$ cat src/rtl/refresh_executor_if.sv
// Refresh handshake and command-port bundle between refresh timer, executor and scheduler.
// master = executor side; refresh_count/drain_max exist only with REFRESH_STATS_EN.
interface refresh_executor_if;
    logic       refresh_req;
    logic       refresh_start;
    logic       refresh_ack;
    logic       banks_idle;
    logic       any_bank_open;
    logic       block_new;
    logic       cmd_valid;
    logic       cmd_ready;
    logic [2:0] cmd;
    logic       busy;
`ifdef REFRESH_STATS_EN
    logic [15:0] refresh_count;
    logic [15:0] drain_max;
`endif

    modport master (
        input  refresh_req, banks_idle, any_bank_open, cmd_ready,
        output refresh_start, refresh_ack, block_new, cmd_valid, cmd, busy
`ifdef REFRESH_STATS_EN
        , output refresh_count, drain_max
`endif
    );

    modport slave (
        output refresh_req, banks_idle, any_bank_open, cmd_ready,
        input  refresh_start, refresh_ack, block_new, cmd_valid, cmd, busy
`ifdef REFRESH_STATS_EN
        , input refresh_count, drain_max
`endif
    );
endinterface

$ cat src/rtl/refresh_executor.sv
// DRAM refresh responder: drain traffic, PRECHARGE_ALL if needed, REFRESH_BURST refreshes, ack (stats: REFRESH_STATS_EN).
// Start pulse one cycle after request; commands held until cmd_ready; all outputs from registers/state only.
module refresh_executor #(
    parameter int T_RP          = 3,
    parameter int T_RFC         = 44,
    parameter int REFRESH_BURST = 1
) (
    input  logic               sys_clk,
    input  logic               sys_rst_n,
    refresh_executor_if.master bus
);
    localparam int T_MAX = (T_RP > T_RFC) ? T_RP : T_RFC;
    localparam int TW    = $clog2(T_MAX + 1);

    localparam logic [TW-1:0] RP_LOAD  = TW'(T_RP - 1);
    localparam logic [TW-1:0] RFC_LOAD = TW'(T_RFC - 1);
    localparam logic [TW-1:0] T_ONE    = TW'(1);
    localparam logic [3:0]    BURST_N  = 4'(REFRESH_BURST);

    localparam logic [2:0] CMD_NOP = 3'b000;
    localparam logic [2:0] CMD_PRE = 3'b010;
    localparam logic [2:0] CMD_REF = 3'b001;

    typedef enum logic [2:0] {
        S_IDLE, S_DRAIN, S_PRE, S_WAIT_RP, S_REF, S_WAIT_RFC, S_DONE
    } state_t;

    state_t        state_q, state_d;
    logic [TW-1:0] timer_q, timer_d;
    logic [3:0]    burst_q, burst_d;
    logic          rearm_q, rearm_d;
    logic          start_q, start_d;

    always_ff @(posedge sys_clk) begin
        if (!sys_rst_n) begin
            state_q <= S_IDLE;
            timer_q <= '0;
            burst_q <= '0;
            rearm_q <= 1'b1;
            start_q <= 1'b0;
        end else begin
            state_q <= state_d;
            timer_q <= timer_d;
            burst_q <= burst_d;
            rearm_q <= rearm_d;
            start_q <= start_d;
        end
    end

    always_comb begin
        state_d = state_q;
        timer_d = timer_q;
        burst_d = burst_q;
        rearm_d = rearm_q;
        start_d = 1'b0;
        unique case (state_q)
            S_IDLE: begin
                if (!bus.refresh_req) begin
                    rearm_d = 1'b1;
                end else if (rearm_q) begin
                    state_d = S_DRAIN;
                    start_d = 1'b1;
                    burst_d = '0;
                end
            end
            S_DRAIN: begin
                if (bus.banks_idle) begin
                    state_d = bus.any_bank_open ? S_PRE : S_REF;
                end
            end
            S_PRE: begin
                // The handshake cycle is the first tRP cycle, so WAIT_RP lasts T_RP-1 cycles.
                if (bus.cmd_ready) begin
                    if (T_RP == 1) begin
                        state_d = S_REF;
                    end else begin
                        state_d = S_WAIT_RP;
                        timer_d = RP_LOAD;
                    end
                end
            end
            S_WAIT_RP: begin
                timer_d = timer_q - T_ONE;
                if (timer_q <= T_ONE) begin
                    state_d = S_REF;
                    timer_d = '0;
                end
            end
            S_REF: begin
                if (bus.cmd_ready) begin
                    burst_d = burst_q + 4'd1;
                    state_d = S_WAIT_RFC;
                    timer_d = RFC_LOAD;
                end
            end
            S_WAIT_RFC: begin
                if (timer_q == '0) begin
                    state_d = (burst_q < BURST_N) ? S_REF : S_DONE;
                end else begin
                    timer_d = timer_q - T_ONE;
                end
            end
            S_DONE: begin
                state_d = S_IDLE;
                rearm_d = 1'b0;
            end
            default: state_d = S_IDLE;
        endcase
    end

    assign bus.refresh_start = start_q;
    assign bus.refresh_ack   = (state_q == S_DONE);
    assign bus.block_new     = (state_q != S_IDLE);
    assign bus.busy          = (state_q != S_IDLE);
    assign bus.cmd_valid     = (state_q == S_PRE) || (state_q == S_REF);
    assign bus.cmd           = (state_q == S_PRE) ? CMD_PRE :
                               (state_q == S_REF) ? CMD_REF : CMD_NOP;

`ifdef REFRESH_STATS_EN
    logic [15:0] count_q, count_d;
    logic [15:0] dmax_q, dmax_d;
    logic [15:0] dcnt_q, dcnt_d;

    always_ff @(posedge sys_clk) begin
        if (!sys_rst_n) begin
            count_q <= '0;
            dmax_q  <= '0;
            dcnt_q  <= '0;
        end else begin
            count_q <= count_d;
            dmax_q  <= dmax_d;
            dcnt_q  <= dcnt_d;
        end
    end

    // dcnt_d is the residency including the current DRAIN cycle.
    always_comb begin
        count_d = count_q;
        dmax_d  = dmax_q;
        dcnt_d  = '0;
        if (state_q == S_DONE && count_q != 16'hFFFF) begin
            count_d = count_q + 16'd1;
        end
        if (state_q == S_DRAIN) begin
            dcnt_d = (dcnt_q == 16'hFFFF) ? dcnt_q : dcnt_q + 16'd1;
            if (dcnt_d > dmax_q) begin
                dmax_d = dcnt_d;
            end
        end
    end

    assign bus.refresh_count = count_q;
    assign bus.drain_max     = dmax_q;
`endif
endmodule

$ cat src/flat_wrapper.sv
// flat-port wrapper written by rule: the top's interface ports become plain ports
module refresh_executor_flat 
#(
    parameter int T_RP          = 3,
    parameter int T_RFC         = 44,
    parameter int REFRESH_BURST = 1
)
  (sys_clk, sys_rst_n, bus_refresh_req, bus_banks_idle, bus_any_bank_open, bus_cmd_ready, bus_refresh_start, bus_refresh_ack, bus_block_new, bus_cmd_valid, bus_cmd, bus_busy);
  refresh_executor_if bus_i ();
  input  logic sys_clk;
  input  logic sys_rst_n;
  input wire logic [$bits(bus_i.refresh_req)-1:0] bus_refresh_req;
  input wire logic [$bits(bus_i.banks_idle)-1:0] bus_banks_idle;
  input wire logic [$bits(bus_i.any_bank_open)-1:0] bus_any_bank_open;
  input wire logic [$bits(bus_i.cmd_ready)-1:0] bus_cmd_ready;
  output wire logic [$bits(bus_i.refresh_start)-1:0] bus_refresh_start;
  output wire logic [$bits(bus_i.refresh_ack)-1:0] bus_refresh_ack;
  output wire logic [$bits(bus_i.block_new)-1:0] bus_block_new;
  output wire logic [$bits(bus_i.cmd_valid)-1:0] bus_cmd_valid;
  output wire logic [$bits(bus_i.cmd)-1:0] bus_cmd;
  output wire logic [$bits(bus_i.busy)-1:0] bus_busy;
  assign bus_i.refresh_req = bus_refresh_req;
  assign bus_i.banks_idle = bus_banks_idle;
  assign bus_i.any_bank_open = bus_any_bank_open;
  assign bus_i.cmd_ready = bus_cmd_ready;
  assign bus_refresh_start = bus_i.refresh_start;
  assign bus_refresh_ack = bus_i.refresh_ack;
  assign bus_block_new = bus_i.block_new;
  assign bus_cmd_valid = bus_i.cmd_valid;
  assign bus_cmd = bus_i.cmd;
  assign bus_busy = bus_i.busy;
  refresh_executor #(.T_RP(T_RP), .T_RFC(T_RFC), .REFRESH_BURST(REFRESH_BURST)) u_core (.sys_clk(sys_clk), .sys_rst_n(sys_rst_n), .bus(bus_i));
endmodule
$ cat config.mk
export PLATFORM = sky130hd
export DESIGN_NAME = refresh_executor_flat
export DESIGN_NICKNAME = d
export VERILOG_FILES = /design/src/rtl/refresh_executor_if.sv /design/src/rtl/refresh_executor.sv /design/src/flat_wrapper.sv
export SDC_FILE = /design/constraint.sdc
export NUM_CORES = 1
export LEC_CHECK = 0
export ABC_AREA = 1
export BUFFER_PORTS_ARGS = -buffer_cell sky130_fd_sc_hd__buf_2
export CELL_PAD_IN_SITES_DETAIL_PLACEMENT = 0
export CELL_PAD_IN_SITES_GLOBAL_PLACEMENT = 1
export CORE_ASPECT_RATIO = 1.4
export CORE_UTILIZATION = 36
export DETAILED_ROUTE_END_ITERATION = 6
export PLACE_DENSITY_LB_ADDON = 0.3
export RECOVER_POWER = 100
export SYNTH_ARGS = -nofsm -noshare
export SYNTH_HDL_FRONTEND = slang
export SYNTH_SLANG_ARGS = --single-unit
$ cat constraint.sdc
create_clock -name sys_clk -period 1.6 [get_ports sys_clk]
set_clock_uncertainty 0.15 [all_clocks]
set_input_delay 0.08 -clock sys_clk [delete_from_list [all_inputs] [get_ports sys_clk]]
set_output_delay 0.08 -clock sys_clk [all_outputs]
set_load 0.02 [all_outputs]
== Yosys cells after proc, flatten, opt, wreduce, memory -nomap -nowiden ==
Cells that the tools add are included.

* Register bits: 15
* Bits of input ports: 6
* Output and inout bits: 8
* Word-level logic and storage cells: 60

* $add $sub $neg: 2
* Magnitude comparators: 2
* Eq/ne operators: 15
* Muxes and demuxes: 24
* Reductions and logical operators: 12

{| class="wikitable"
|+ Operators by type and width
! kind !! count
|-
| $mux W3 || 9
|-
| $mux W6 || 4
|-
| $pmux W6 S4 || 1
|-
| $pmux W3 S6 || 1
|-
| $mux W4 || 3
|-
| $ne A2 B2 Y1 const B || 6
|-
| $eq A3 B3 Y1 const B || 3
|-
| $pmux W4 S2 || 1
|-
| $reduce_and A4 Y1 || 2
|-
| $reduce_and A7 Y1 || 1
|-
| $eq A3 B2 Y1 const B || 2
|-
| $le A6 B1 Y1 const B || 1
|-
| $logic_not A6 Y1 || 1
|-
| $ne A2 B1 Y1 const B || 3
|-
| $sub A6 B1 Y6 const B || 1
|-
| $add A4 B1 Y4 const B || 1
|-
| $lt A4 B1 Y1 const B || 1
|-
| $reduce_bool A2 Y1 || 2
|-
| $reduce_bool A4 Y1 || 1
|-
| $eq A3 B1 Y1 const B || 1
|-
| $logic_not A3 Y1 || 1
|-
| $mux W1 || 3
|-
| $reduce_and A3 Y1 || 1
|-
| $reduce_bool A3 Y1 || 1
|-
| 4 further kinds || 4
|}

== Logic depth before layout (Yosys ltp) ==
Gate-level depths: netlist of the first run.

* Depth in word-level cells: 4
* Gate-level depth with buffers: 12
* Mapped depth without buffers: 12

== Least setup slack after synthesis of the first run ==
No wires, ideal clock.

* Path kind: register to register
* Start point: register u_core.timer_q[0]
* End point: register u_core.state_q[1]
* Setup time: 0.113 ns
* Arrival: 1.340 ns
* Data required time: 1.337 ns
* Path slack: -0.002 ns
* Stages on the path, launching flop included: 12
* Path buffers: 0
* Period minus slack after synthesis: 1.602 ns
* Path through: dfxtp_1 > inv_1 > ha_1 > inv_1 > nand2_1 > nand3_1 > nand2_2 > inv_2 > nor2_1 > nand2_2 > nor2_1 > nor2_1

* Cells in the longest elaborated chain, start to end: 3
* Elaborated cells on any way between the ends: 5
* Those cells by class: order compare (1); eq/ne (2); reduce/logical (2)

{| class="wikitable"
|+ RTL lines
! item !! line !! text
|-
| start, declared || refresh_executor.sv:29 || <nowiki>logic [TW-1:0] timer_q, timer_d;</nowiki>
|-
| start signal, assigned || refresh_executor.sv:43 || <nowiki>timer_q <= timer_d;</nowiki>
|-
| $le A6 B1 Y1 or $logic_not A6 Y1 (tied branches) || refresh_executor.sv:84, refresh_executor.sv:97 ||
|-
| $ne A2 B1 Y1 (no source line) || -- ||
|-
| $reduce_and A7 Y1 (no source line) * || -- ||
|-
| end signal, assigned || refresh_executor.sv:42 || <nowiki>state_q <= state_d;</nowiki>
|-
| end, declared || refresh_executor.sv:28 || <nowiki>state_t state_q, state_d;</nowiki>
|}

Mark *: on every way between the ends. The rest lies on a longest branch, timed or not.
A chain may end at the register's enable or synchronous reset.

== Worst setup path in the final report of the first run ==
* Start point: register u_core.timer_q[0]
* End point: register u_core.timer_q[1]

* Cells in the longest elaborated chain, start to end: 3
* Elaborated cells on any way between the ends: 8
* Those cells by class: add/sub (1); order compare (1); eq/ne (1); mux (3); reduce/logical (2)

{| class="wikitable"
|+ RTL lines
! item !! line !! text
|-
| $sub A6 B1 Y6 (tied with other cells) || refresh_executor.sv:83, refresh_executor.sv:100 ||
|-
| $mux W6 (tied with other cells) || refresh_executor.sv:97 || <nowiki>if (timer_q == '0) begin</nowiki>
|-
| $pmux W6 S4 or $reduce_and A4 Y1 (tied branches) || -- ||
|}

Parallel ways exist; a longest one is shown, timed or not. The select of a mux whose other input is x is not followed.

==> impl_metrics.csv, run 1 <==
group,metric,value,unit
timing,setup_viol,0,
yosys,syn_nets,181,
worst_hold_path,min_path_type,"in -> reg",
critical_path,critPathLaunchType,"flip-flop",
placed_design,post-place-cells,222,
worst_hold_path,min-delay-start,"sys_rst_n",
grt,grt_use_total,16.5,%
timing,hold_viol,3,
floorplanning,dieArea,3310,um2
yosys,yosysTopAreaCell,"dfxtp_1",
finish,final_cells,229,
cts,numCtsBuffers,3,
critical_path,r2r-start,"u_core.timer_q[0]$_SDFFE_PN0P_",
finish,drive_gt1_share,28.1,%
cts,clock_path_buffers,2,
floorplanning,initial_utilization,38.2,%
drt,route.detailed.drc,0,
floorplanning,rows,23,
critical_path,crit_arrival,1540,ps
critical_path,end_kind,"flip-flop",
yosys,yosysWarnings,0,
yosys,synth.top_cell.area_share,27.1,%
drt,routedWlPerCell,10.9,um
floorplanning,die_width,48.9,um
cts,htree_levels,1,
critical_path,path_class,"reg -> reg",
drt,dr_total_vias,1071,
critical_path,cp.required,1620,ps
yosys,synth_area_per_cell,6.53,um2
finish,area_growth,21.5,%
critical_path,crit_start,"u_core.timer_q[0]$_SDFFE_PN0P_",
drt,routed_via_density,4.68,
finish,seqCellArea,307,um2
drt,antenna_left,0,
timing,min_period,1520,ps
timing,fin_setup_tns,0,ps
drt,drt_first_pass_iters,4,
timing,finalCritPeriodShare,95.1,%
grt,grt_pass1_vias,965,
finish,final_util,46.4,%
critical_path,crit_slowest_cell,"dfxtp_2",
outcome,violations,"negative hold slack",
power,power.density,1980,nW/um2
floorplanning,coreArea,2910,um2
drt,first_iter_violations,10,
yosys,yosys.cell_types.count,29,
power,leakagePower,0.000649,uW
yosys,ys_top_cells_by_area,"dfxtp_1, nand2_1, nand3_1",
job,drv_cap,0,
grt,antenna_found_initial,0,
finish,nNetsFinal,204,
timing,fmax,657,MHz
power,power.total,2680,uW
grt,grt_overflow,0,
floorplanning,fp.dieH,67.7,um
critical_path,reg2reg_slack,80,ps
finish,num_antenna_cells,0,
critical_path,cpMostUsedCell,"nand2_1",
critical_path,crit_buf_inv,3,
finish,final_cell_mix,"nand2_1, nor2_1, inv_1",
timing,slew_viol_final,0,
floorplanning,num_io_pins,14,
cts,clock_latency,250,ps
finish,fill_cells,316,
yosys,seq_area_frac_synth,27.1,%
outcome,status,"complete, but fails checks",
cts,path_clk_slew,70,ps
drt,wl,2.50,mm
finish,multi_input_area,714,um2
cts,cts_sinks,15,
grt,grt_pass1_wl,4.18,mm
placed_design,portBuffers,12,
critical_path,max_stage_delay,340,ps
yosys,synth-seq-cells,15,
critical_path,crit_family,"simple AND/OR/NAND/NOR gates",
yosys,netlist_area,1110,um2
timing,whs,-7.15,ps
cts,tritoncts,"built",
yosys,synth_cells,170,
cts,ctsRootBufferMaster,"clkbuf_8",
critical_path,path_cells,"buf_6 -> ha_1 -> inv_1 -> nand2_1 -> nand3_2 -> nand2_2 -> nand2_1 -> nand2_1 -> nand2_1 -> inv_1 -> a21oi_1",
placed_design,gp_congestion,0.891,
power,peakVddDrop,1030,uV
timing,grt_setup_unrepaired,"false",
grt,grt_max_degree,10,
placed_design,dpl.hpwl,1.96,mm
finish,layout_commonest_cell,"nand2_1",
critical_path,crit_fanout,4,
## flip-flops by register name, indices dropped and copies added (netlist names)
signal and flops:
u_core.timer_q 6, u_core.burst_q 4, u_core.state_q 3, u_core.bus.refresh_start 1, u_core.rearm_q 1
## final timing paths
kind / endpoint / cells past startpoint
setup / recovery: u_core.timer_q[1]$_SDFFE_PN0P_ / 11
setup reg to reg: u_core.timer_q[1]$_SDFFE_PN0P_ / 11
hold reg to reg: u_core.timer_q[4]$_SDFFE_PN0P_ / 2
hold / removal: u_core.rearm_q$_SDFFE_PN1P_ / 2
## metrics by stage
stage	hold WS, ps	setup slack [ps]	cell area (um2)
after floorplan	91.0	9.23	1110
after global placement	237	0.874	1240
after detailed placement	233	-37.5	1240
after CTS	0.867	2.04	1290
after global routing	11.8	1.51	1350
final	-7.15	78.8	1350
## cells by family after synthesis
group / count (synthesis) / synth area share [%]
compound gates: 23 / 11.5
buf+inv: 27 / 11.5
xor+xnor: 3 / 2.37
fa+ha+maj: 5 / 5.64
other cells: 1 / 0.338
flops: 15 / 27.1
simple gates: 96 / 41.6
## synthesized netlist by cell type
library cell,n
nor2_4,3
xor2_1,2
nor3_1,1
inv_2,4
nor2_2,2
o21ai_1,1
inv_4,3
nand3_1,15
o21bai_1,1
nor2_1,20
xnor2_1,1
a21oi_1,12
a21oi_2,1
nand2_2,3
o21ai_2,1
conb_1,1
ha_1,5
nand2_1,47
nand2_8,1
dfxtp_1,15
nand4_1,1
nand3b_1,1
nand2_4,1
buf_4,3
buf_6,1
inv_1,16
o21ai_0,6
o211ai_1,1
nor2_8,1
## layout make-up
cell class | instances | share of cell area [%]
Clock buffer | 3 | 3.06
Clock inverter | 1 | 0.371
Inverter | 23 | 7.33
Multi-Input combinational cell | 128 | 53.0
Sequential cell | 15 | 22.7
Tap cell | 37 | 3.43
Timing Repair Buffer | 22 | 10.1
## layer usage
layer  up-vias  GRT usage [%]  routed length (um)
met1       476           17.2                1070
li1        573              -                   -
met3         4           2.70                  86
met5         -              0                   0
met2        18           32.8                1310
met4         0           5.88                  29
## where the power goes
group / leakage (uW) / switching (uW) / internal [uW] / total, uW
clock: 0.0000255 / 140 / 172 / 312
sequential: 0.000124 / 135 / 485 / 620
combinational: 0.000499 / 1110 / 636 / 1740
## repair_timing
| action | CTS | global route |
|---|---|---|
| endpoints found under the hold margin | 1 | 0 |
| resized for setup | 3 | 13 |
| pin swaps | 0 | 4 |
| setup endpoints to repair | 4 | 13 |
| setup buffers | 0 | 2 |
| hold buffers | 1 | 0 |
No activity file was read; power rests on OpenSTA's default activity.
==> inputs of run 2 (changes only) <==
- PLACE_DENSITY: default -> 0.71
- PLACE_DENSITY_LB_ADDON: 0.3 -> default
==> run 2 against run 1 <==
  * The run now ends clean
  * Maximum frequency increased by 1.4%
  * Sequential power about the same
  * Setup slack improved by 21 ps
  * Die area did not move
  * Cell area up 3.5%
  * Non-clock buffer count grew 2
  * Flip-flop and latch count stayed put
  * Global-route usage up 1.3 points
  * Largest power group unchanged
  * Highest routed layer unchanged
==> impl_metrics.csv, run 2 (synthesis results as in run 1) <==
group,metric,value,unit
grt,grt_pass1_vias,1019,
power,leakagePower,0.000657,uW
cts,htree_levels,1,
finish,drive_gt1_share,30.4,%
power,power.total,2770,uW
critical_path,crit_slowest_cell,"dfxtp_2",
cts,ctsRootBufferMaster,"clkbuf_8",
floorplanning,die_width,48.9,um
cts,cts_sinks,15,
floorplanning,coreArea,2910,um2
critical_path,worstRegToRegCells,12,
placed_design,post-place-cells,222,
floorplanning,rows,23,
critical_path,path_cells,"inv_4 -> ha_4 -> inv_2 -> nand2_2 -> nand3_4 -> nand2_2 -> inv_2 -> nor2_2 -> nand2_2 -> nand2_1 -> nand2_1 -> nor2_1",
worst_hold_path,whs_path_depth,4,
drt,routed_via_density,4.80,
placed_design,pre_cts_slack,-15.3,ps
cts,clock_path_buffers,2,
floorplanning,fp.dieH,67.7,um
drt,antenna_left,0,
critical_path,timing.rr.end,"u_core.state_q[1]$_SDFFE_PN0P_",
grt,grt_max_degree,10,
cts,clock_latency,250,ps
power,power.density,1990,nW/um2
critical_path,r2r-start,"u_core.timer_q[1]$_SDFFE_PN0P_",
timing,min_period,1500,ps
timing,fmax,667,MHz
grt,antenna_found_initial,0,
finish,layout_commonest_cell,"nand2_1",
finish,largest_registers,"u_core.timer_q (6), u_core.burst_q (4), u_core.state_q (3)",
cts,path_clk_slew,70,ps
power,peakVddDrop,1220,uV
grt,grt_overflow,0,
cts,tritoncts,"built",
timing,setup_viol,0,
critical_path,cpMostUsedCell,"nand2_2",
timing,fin_setup_tns,0,ps
finish,final_cells,231,
critical_path,max_stage_delay,340,ps
timing,slew_viol_final,0,
timing,hold_viol,0,
drt,wl,2.60,mm
placed_design,gp_congestion,0.796,
critical_path,cp.required,1640,ps
worst_hold_path,min_path_type,"in -> reg",
floorplanning,dieArea,3310,um2
finish,fill_cells,326,
critical_path,crit_fanout,6,
floorplanning,initial_utilization,38.2,%
finish,nNetsFinal,206,
finish,final_cell_mix,"nand2_1, nor2_1, inv_1, nand3_1, a21oi_1",
placed_design,dpl.hpwl,2.00,mm
worst_hold_path,min-delay-start,"bus_any_bank_open",
finish,final_util,48.0,%
cts,numCtsBuffers,3,
finish,area_growth,25.8,%
drt,drt_first_pass_iters,4,
outcome,status,"finished clean",
critical_path,crit_start,"u_core.timer_q[1]$_SDFFE_PN0P_",
critical_path,crit_arrival,1540,ps
finish,top_register,"u_core.timer_q",
critical_path,reg2reg_slack,100,ps
critical_path,end_kind,"flip-flop",
grt,grt_pass1_wl,4.49,mm
drt,first_iter_violations,12,
critical_path,path_class,"reg -> reg",
worst_hold_path,worstHoldEndpoint,"u_core.state_q[2]$_SDFFE_PN0P_",
critical_path,critPathLaunchType,"flip-flop",
floorplanning,num_io_pins,14,
drt,dr_total_vias,1109,
finish,num_antenna_cells,0,
placed_design,portBuffers,12,
timing,fin_ws,100,ps
drt,route.detailed.drc,0,
drt,routedWlPerCell,11.2,um
job,drv_cap,0,
timing,finalCritPeriodShare,93.8,%
grt,grt_use_total,17.8,%
finish,largest_reg_flops,6,
run 2: cell count changes in the layout (fill, tap and decap cells not counted), sizes merged:
cell / before / now
clkbuf: 9 / 8
buf: 15 / 17
dlygate4sd3: 1 / 2
run 2: what timing repair did:
item                                   4_1_cts  5_1_grt
setup endpoints to repair                    7       13
cloned                                       0        0
resized for setup                            3       22
hold buffers                                 2        0
buffers inserted                             0        3
pin swaps                                    0        8
endpoints found under the hold margin        3        0
run 2: cell type report:
| class | instances | area (um2) | share of cell area, % |
|---|---|---|---|
| multi-input combinational | 128 | 744 | 53.3 |
| inverter | 23 | 101 | 7.26 |
| tap | 37 | 46.3 | 3.32 |
| sequential | 15 | 309 | 22.1 |
| clock buffer | 3 | 41.3 | 2.96 |
| clock inverter | 1 | 5.00 | 0.358 |
| timing repair buffer | 24 | 149 | 10.7 |
run 2: per-layer routing:
| metal | routed length (um) | global-route usage (%) | vias up |
|---|---|---|---|
| met5 | 0 | 0 | - |
| met3 | 48 | 2.03 | 4 |
| li1 | - | - | 581 |
| met4 | 29 | 6.62 | 0 |
| met1 | 1090 | 19.0 | 509 |
| met2 | 1430 | 35.4 | 15 |
run 2: report_power, final:
group | leakage, uW | switching [uW] | total [uW] | internal, uW
logic | 0.000507 | 1150 | 1830 | 681
registers | 0.000125 | 133 | 619 | 486
clock network | 0.0000255 | 150 | 323 | 173
total | 0.000657 | 1430 | 2770 | 1340
run 2: how the worst max path moves through the flow:
stage                                     endpoint  cells past startpoint
detailed placement  u_core.state_q[1]$_SDFFE_PN0P_                     11
global placement    u_core.state_q[2]$_SDFFE_PN0P_                     11
global route        u_core.state_q[2]$_SDFFE_PN0P_                      7
floorplan           u_core.state_q[1]$_SDFFE_PN0P_                     11
CTS                 u_core.state_q[1]$_SDFFE_PN0P_                     11
finish              u_core.state_q[1]$_SDFFE_PN0P_                     12
run 2: worst max-delay path: cells and delay by family, from the launching register on:
family	cells	cell delay, ps
adders and majority gates	1	150
and+or+nand+nor	8	630
DFF	1	340
buffers and inverters	3	160
run 2: through the flow:
step	hold slack, ps	instance area (um2)
after floorplan	91.0	1110
after global placement	231	1240
after detailed placement	229	1240
after CTS	48.5	1310
after global routing	96.5	1400
final	37.8	1400
